File: config.mk
export PLATFORM = sky130hd
export DESIGN_NAME = iob_uart_cfg_core
export DESIGN_NICKNAME = d
export VERILOG_FILES = /design/src/rtl/iob_uart_cfg_core.sv
export SDC_FILE = /design/constraint.sdc
export NUM_CORES = 1
export LEC_CHECK = 0
export ABC_AREA = 1
export BUFFER_PORTS_ARGS = -buffer_cell sky130_fd_sc_hd__buf_4
export CORE_MARGIN = 2
export CORE_UTILIZATION = 40
export CTS_BUF_LIST = sky130_fd_sc_hd__clkbuf_2
export CTS_CLUSTER_DIAMETER = 200
export CTS_CLUSTER_SIZE = 12
export DETAILED_ROUTE_END_ITERATION = 8
export GPL_TIMING_DRIVEN = 0
export PLACE_DENSITY = 0.56
export SETUP_SLACK_MARGIN = 0.3
export SYNTH_ARGS = -nofsm -noshare
export SYNTH_HDL_FRONTEND = slang
export SYNTH_SLANG_ARGS = --single-unit
File: constraint.sdc
create_clock -name clk_i -period 8.02 [get_ports clk_i]
set_input_delay 0.401 -clock clk_i [delete_from_list [all_inputs] [get_ports clk_i]]
set_output_delay 0.401 -clock clk_i [all_outputs]
set_load 0.1 [all_outputs]
File: src/rtl/iob_uart_cfg_core.sv
// Configurable UART core: 5-8 data bits, optional even/odd parity, 1 or 2 stop bits,
// runtime bit divisor, CTS-gated transmit and RTS flow control on the receive side.
module iob_uart_cfg_core #(
   parameter int DIV_W  = 16,
   parameter int SYNC_W = 2
) (
   input  logic             clk_i,
   input  logic             rst_i,
   input  logic             tx_en_i,
   input  logic             rx_en_i,
   input  logic [1:0]       cfg_nbits_i,
   input  logic [1:0]       cfg_parity_i,
   input  logic             cfg_stop2_i,
   input  logic [DIV_W-1:0] bit_duration_i,
   input  logic [7:0]       tx_data_i,
   input  logic             tx_valid_i,
   output logic             tx_ready_o,
   output logic             tx_busy_o,
   output logic [7:0]       rx_data_o,
   output logic             rx_valid_o,
   input  logic             rx_ready_i,
   output logic             rx_parity_err_o,
   output logic             rx_frame_err_o,
   output logic             rx_overrun_o,
   input  logic             rs232_rxd_i,
   output logic             rs232_txd_o,
   input  logic             rs232_cts_i,
   output logic             rs232_rts_o
);

   typedef enum logic [2:0] {TX_IDLE, TX_START, TX_DATA, TX_PARITY, TX_STOP} tx_state_t;
   typedef enum logic [2:0] {RX_IDLE, RX_START, RX_DATA, RX_PARITY, RX_STOP, RX_BREAK} rx_state_t;

   logic [DIV_W-1:0]  div_c, half_c;
   logic [SYNC_W-1:0] rxd_sync, cts_sync;
   logic              rxd_s, cts_s;

   always_comb begin
      div_c  = (bit_duration_i < DIV_W'(2)) ? DIV_W'(2) : bit_duration_i;
      half_c = div_c >> 1;
   end

   always_ff @(posedge clk_i) begin
      if (rst_i) begin
         rxd_sync <= '1;
         cts_sync <= '1;
      end else begin
         rxd_sync <= {rxd_sync[SYNC_W-2:0], rs232_rxd_i};
         cts_sync <= {cts_sync[SYNC_W-2:0], rs232_cts_i};
      end
   end

   assign rxd_s = rxd_sync[SYNC_W-1];
   assign cts_s = cts_sync[SYNC_W-1];

   // ---------------- transmitter ----------------
   tx_state_t        tx_state;
   logic [DIV_W-1:0] tx_cnt;
   logic [7:0]       tx_shift;
   logic [2:0]       tx_bit, tx_last;
   logic             tx_par, tx_par_en, tx_odd, tx_stop2, tx_stop_2nd, txd;
   logic             tx_bit_end;

   assign tx_bit_end  = (tx_cnt >= div_c - DIV_W'(1));
   assign tx_ready_o  = (tx_state == TX_IDLE) & tx_en_i & cts_s & ~rst_i;
   assign tx_busy_o   = (tx_state != TX_IDLE);
   assign rs232_txd_o = txd;

   always_ff @(posedge clk_i) begin
      if (rst_i) begin
         tx_state    <= TX_IDLE;
         tx_cnt      <= '0;
         tx_stop_2nd <= 1'b0;
         txd         <= 1'b1;
      end else begin
         if (tx_state == TX_IDLE) tx_cnt <= '0;
         else                     tx_cnt <= tx_bit_end ? '0 : tx_cnt + DIV_W'(1);
         case (tx_state)
            TX_IDLE: begin
               txd <= 1'b1;
               if (tx_valid_i && tx_ready_o) begin
                  tx_shift    <= tx_data_i;
                  tx_last     <= 3'd4 + {1'b0, cfg_nbits_i};
                  tx_par_en   <= ^cfg_parity_i;
                  tx_odd      <= cfg_parity_i[1];
                  tx_stop2    <= cfg_stop2_i;
                  tx_stop_2nd <= 1'b0;
                  tx_par      <= 1'b0;
                  tx_bit      <= '0;
                  txd         <= 1'b0;
                  tx_state    <= TX_START;
               end
            end
            TX_START: if (tx_bit_end) begin
               txd      <= tx_shift[0];
               tx_par   <= tx_par ^ tx_shift[0];
               tx_shift <= {1'b0, tx_shift[7:1]};
               tx_state <= TX_DATA;
            end
            TX_DATA: if (tx_bit_end) begin
               if (tx_bit == tx_last) begin
                  // parity accumulated over exactly the bits that went out
                  txd      <= tx_par_en ? (tx_par ^ tx_odd) : 1'b1;
                  tx_state <= tx_par_en ? TX_PARITY : TX_STOP;
               end else begin
                  tx_bit   <= tx_bit + 3'd1;
                  txd      <= tx_shift[0];
                  tx_par   <= tx_par ^ tx_shift[0];
                  tx_shift <= {1'b0, tx_shift[7:1]};
               end
            end
            TX_PARITY: if (tx_bit_end) begin
               txd      <= 1'b1;
               tx_state <= TX_STOP;
            end
            TX_STOP: if (tx_bit_end) begin
               txd <= 1'b1;
               if (tx_stop2 && !tx_stop_2nd) tx_stop_2nd <= 1'b1;
               else                          tx_state    <= TX_IDLE;
            end
            default: tx_state <= TX_IDLE;
         endcase
      end
   end

   // ---------------- receiver ----------------
   rx_state_t        rx_state;
   logic [DIV_W-1:0] rx_cnt;
   logic [7:0]       rx_buf;
   logic [2:0]       rx_bit, rx_last;
   logic             rx_par, rx_par_en, rx_odd, rx_perr, rx_sample;

   always_comb begin
      rx_sample = 1'b0;
      case (rx_state)
         RX_START:                     rx_sample = (rx_cnt >= half_c - DIV_W'(1));
         RX_DATA, RX_PARITY, RX_STOP:  rx_sample = (rx_cnt >= div_c - DIV_W'(1));
         default:                      rx_sample = 1'b0;
      endcase
   end

   always_ff @(posedge clk_i) begin
      if (rst_i) begin
         rx_state        <= RX_IDLE;
         rx_cnt          <= '0;
         rx_data_o       <= '0;
         rx_valid_o      <= 1'b0;
         rx_parity_err_o <= 1'b0;
         rx_frame_err_o  <= 1'b0;
         rx_overrun_o    <= 1'b0;
         rs232_rts_o     <= 1'b0;
      end else begin
         rs232_rts_o <= rx_en_i & ~rx_valid_o;
         if (rx_ready_i && rx_valid_o) begin
            rx_valid_o      <= 1'b0;
            rx_parity_err_o <= 1'b0;
            rx_frame_err_o  <= 1'b0;
            rx_overrun_o    <= 1'b0;
         end
         if (!rx_en_i || rx_sample || rx_state == RX_IDLE || rx_state == RX_BREAK)
            rx_cnt <= '0;
         else
            rx_cnt <= rx_cnt + DIV_W'(1);
         if (!rx_en_i) begin
            rx_state <= RX_IDLE;
         end else begin
            case (rx_state)
               RX_IDLE: if (!rxd_s) begin
                  rx_last   <= 3'd4 + {1'b0, cfg_nbits_i};
                  rx_par_en <= ^cfg_parity_i;
                  rx_odd    <= cfg_parity_i[1];
                  rx_buf    <= '0;
                  rx_bit    <= '0;
                  rx_par    <= 1'b0;
                  rx_perr   <= 1'b0;
                  rx_state  <= RX_START;
               end
               RX_START: if (rx_sample) rx_state <= rxd_s ? RX_IDLE : RX_DATA;
               RX_DATA: if (rx_sample) begin
                  rx_buf[rx_bit] <= rxd_s;
                  rx_par         <= rx_par ^ rxd_s;
                  if (rx_bit == rx_last) rx_state <= rx_par_en ? RX_PARITY : RX_STOP;
                  else                   rx_bit   <= rx_bit + 3'd1;
               end
               RX_PARITY: if (rx_sample) begin
                  rx_perr  <= rxd_s ^ rx_par ^ rx_odd;
                  rx_state <= RX_STOP;
               end
               RX_STOP: if (rx_sample) begin
                  // a read in this same cycle leaves the new frame valid without overrun
                  rx_data_o       <= rx_buf;
                  rx_valid_o      <= 1'b1;
                  rx_parity_err_o <= rx_perr;
                  rx_frame_err_o  <= ~rxd_s;
                  rx_overrun_o    <= rx_valid_o & ~rx_ready_i;
                  rx_state        <= rxd_s ? RX_IDLE : RX_BREAK;
               end
               RX_BREAK: if (rxd_s) rx_state <= RX_IDLE;
               default:  rx_state <= RX_IDLE;
            endcase
         end
      end
   end

endmodule

==> impl_metrics.tcl <==
set metrics [dict create \
    die_area_sq_um 15800 \
    yosysSeqAreaShare_pct 36.5 \
    cts-htree-levels 3 \
    hold_viol_final 0 \
    die_x_microns 126 \
    fin_skew_ps 34.9 \
    synth_fa_ha_area_share_pct 11.2 \
    hold_depth 3 \
    cts_setup_buffers 0 \
    synth-edff-count 34 \
    routed_via_density 4.90 \
    synth.distinct_cells 41 \
    max_freq_ghz 0.205 \
    antenna_found_initial 0 \
    internal_power_uw 780 \
    clock-sinks 91 \
    synth_compound_area_share_pct 7.69 \
    finalCritPeriodShare_pct 60.8 \
    drt_pass1_iterations 4 \
    cp.arrival_ps 5130 \
    numCtsBuffers 9 \
    r2r-start "tx_cnt[0]$_SDFF_PP0_" \
    critPathCaptureType "register" \
    die_h_microns 126 \
    pwr-share-comb_pct 34.9 \
    cts_max_path_buffers 2 \
    cp_slowest_cell "nor3_1" \
    io_buffers 51 \
    pin_count 53 \
    synth_xor_area_share_pct 7.54 \
    n_antenna_cell 0 \
    wire_per_inst_microns 13.0 \
    grt_first_pass_wirelength_microns 22800 \
    synth_simple_gate_area_share_pct 29.3 \
    cp_top_family "simple AND/OR/NAND/NOR gates" \
    final_common_cell "nand2_1" \
    tightest_slew_ps 1190 \
    drtIter0Drc 243 \
    clk_latency_ps 600 \
    syn_inst 749 \
    yosysWarnings 0 \
    antenna_left 0 \
    status "completed" \
    dpl_worst_slack_ps 2510 \
    cap_violations 0 \
    start_kind "input port" \
    nets 910 \
    cts-resized-gates 0 \
    hp-class "input port to register" \
    grt_pass1_vias 4882 \
    setup_slack_ps 3150 \
    r2r_cells 8 \
    tns_ps 0 \
    fp-row-count 44 \
    whs_ps 45.6 \
    p_clk_share_pct 21.6 \
    rrSetupSlack_ps 5000 \
    worst-path-buf-inv 4 \
    synth_mux_area_share_pct 0 \
    power.total_uw 1290 \
    switching_share_pct 39.7 \
    synth_ff_type "dfxtp_1" \
    grt_max_degree 17 \
    crit_fanout 9 \
    seqPwrFrac_pct 43.6 \
    rsz0062_at_grt "no" \
    drive_gt1_share_pct 15.4 \
    ir_drop_uv 122 \
    start_util_pct 40.9 \
    crit_path_cell_trace "buf_4 > inv_1 > nand3_1 > inv_1 > nand3_1 > nor3_1 > nor2_1 > ha_1 > inv_1 > nor4_1 > nand2_1 > nor2_1 > nand2_1 > xor2_1 > ha_1 > nand2_1 > nor2_1 > nand4_1 > nand3_2 > o211ai_1 > nor3_1" \
    min-delay-start "tx_data_i[2]" \
    cts_tree "built" \
    avgSynthCellArea_sq_um 7.91 \
    maxSlewViolCount 0 \
    p_switching_uw 513 \
    relSlewSlack_pct 20.1 \
    synth_top_family_by_area "simple AND/OR/NAND/NOR gates" \
    synthArstFlopShare_pct 0 \
    whs_endpoint "tx_shift[2]$_DFFE_PP_" \
    dpl.hpwl_microns 10500 \
    area_growth_pct 14.3 \
    crit_type "input port to register" \
    vias 4949 \
    drc 0 \
    final_core_util_pct 46.8 \
    leakage_uw 0.00297 \
    place_congestion 0.900 \
    p_per_area_nw_per_um2 191 \
    totalWireLength_microns 13100 \
    cts-root-buf "clkbuf_2" \
    synth_nets 839 \
    syn_area_sq_um 5920 \
    worst_ep_required_time_ps 8280 \
    groute.usage.overall_pct 17.6 \
    synth_seq_cells 91 \
    slowest_delay_ps 920 \
    period_minus_slack_ps 4870 \
    clk_pin_slew_worst_paths_ps 270 \
    r2r_end "tx_shift[3]$_DFFE_PP_" \
    core_region_area_sq_um 14500 \
    setup_violations 0 \
    layout_common_cells "nand2_1 (125), nor2_1 (100), inv_1 (99), dfxtp_1 (57)" \
    grt_overflow 0 \
]
==> metal layers <==
metal  routed length [microns]  up-vias  GRT usage, %
li1                          -     2607             -
met1                      6610     2268          23.7
met2                      5950       57          28.9
met3                       328       17          2.42
met4                       240        0          6.14
met5                         0        -             0
==> Yosys cell counts, drive strengths merged (17+ instances only) <==
| master | count | area [sq um] |
|---|---|---|
| a21oi | 37 | 204 |
| dfxtp | 57 | 1140 |
| edfxtp | 34 | 1020 |
| ha | 53 | 663 |
| inv | 101 | 379 |
| nand2 | 136 | 553 |
| nand3 | 42 | 240 |
| nor2 | 124 | 554 |
| nor3 | 21 | 115 |
| o21ai | 21 | 105 |
| xnor2 | 17 | 149 |
| xor2 | 34 | 298 |
==> state kept, by name (all words and copies together) (netlist names), 3 cells and up <==
register,flops
rx_cnt,16
tx_cnt,16
rx_buf,8
rx_data_o,8
tx_shift,8
rx_bit,3
rx_state,3
tx_bit,3
tx_state,3
==> stage by stage <==
step | area, sq um | instances
floorplan | 5920 | 749
global placement | 6540 | 984
detailed placement | 6540 | 984
CTS | 6770 | 1009
global route | 6770 | 1009
finish | 6770 | 1009
==> power groups by stage <==
| stage | clock, uW | combinational (uW) | sequential [uW] |
|---|---|---|---|
| 5_1_grt | 304 | 516 | 570 |
| 2_1_floorplan | 0 | 328 | 585 |
| 6_report | 279 | 451 | 564 |
| 3_3_place_gp | 0 | 438 | 572 |
| 4_1_cts | 286 | 455 | 564 |
| 3_5_place_dp | 0 | 449 | 574 |
==> repair_timing <==
action                                  4_1_cts  5_1_grt
endpoints found under the setup margin        0        0
hold buffers                                  9        0
endpoints found under the hold margin        12        0
==> layout make-up <==
cell class | instances | area (sq um)
fillers | 1440 | 7710
multi-input cells | 545 | 3310
flip-flops and latches | 91 | 2160
repair buffers | 60 | 473
inverters | 103 | 387
well taps | 184 | 230
clock inverters | 7 | 97.6
plain buffers | 10 | 67.6
clock buffers | 9 | 45.0
==> worst register-to-register path: stages, from the launching register on <==
cell,delay [ps]
dfxtp_1,460
inv_1,70
ha_1,270
nand2_1,50
nor3_1,320
nand4_1,270
nand3_2,200
o211ai_1,120
nor3_1,920
==> worst max path at each step <==
stage | slack (ps) | end | cells past startpoint | startpoint
floorplan | 3750 | tx_par$_SDFFCE_PP0P_ | 9 | tx_state[0]$_SDFFE_PP0P_
global placement | 2590 | tx_shift[2]$_DFFE_PP_ | 21 | bit_duration_i[10]
detailed placement | 2510 | tx_shift[6]$_DFFE_PP_ | 21 | bit_duration_i[10]
CTS | 3190 | tx_shift[6]$_DFFE_PP_ | 21 | bit_duration_i[10]
global route | 2710 | tx_shift[7]$_SDFFCE_PN0P_ | 21 | bit_duration_i[10]
finish | 3150 | tx_shift[3]$_DFFE_PP_ | 21 | bit_duration_i[10]
==> cells by family (layout without fill, tap and decap cells) <==
kind of cell,count (synthesis),in the layout
simple gates,362,362
buf+inv,113,189
flops,91,91
compound gates,78,78
fa+ha+maj,53,53
xor+xnor,51,51
other cells,1,1
(Power assumes the default switching activity.)
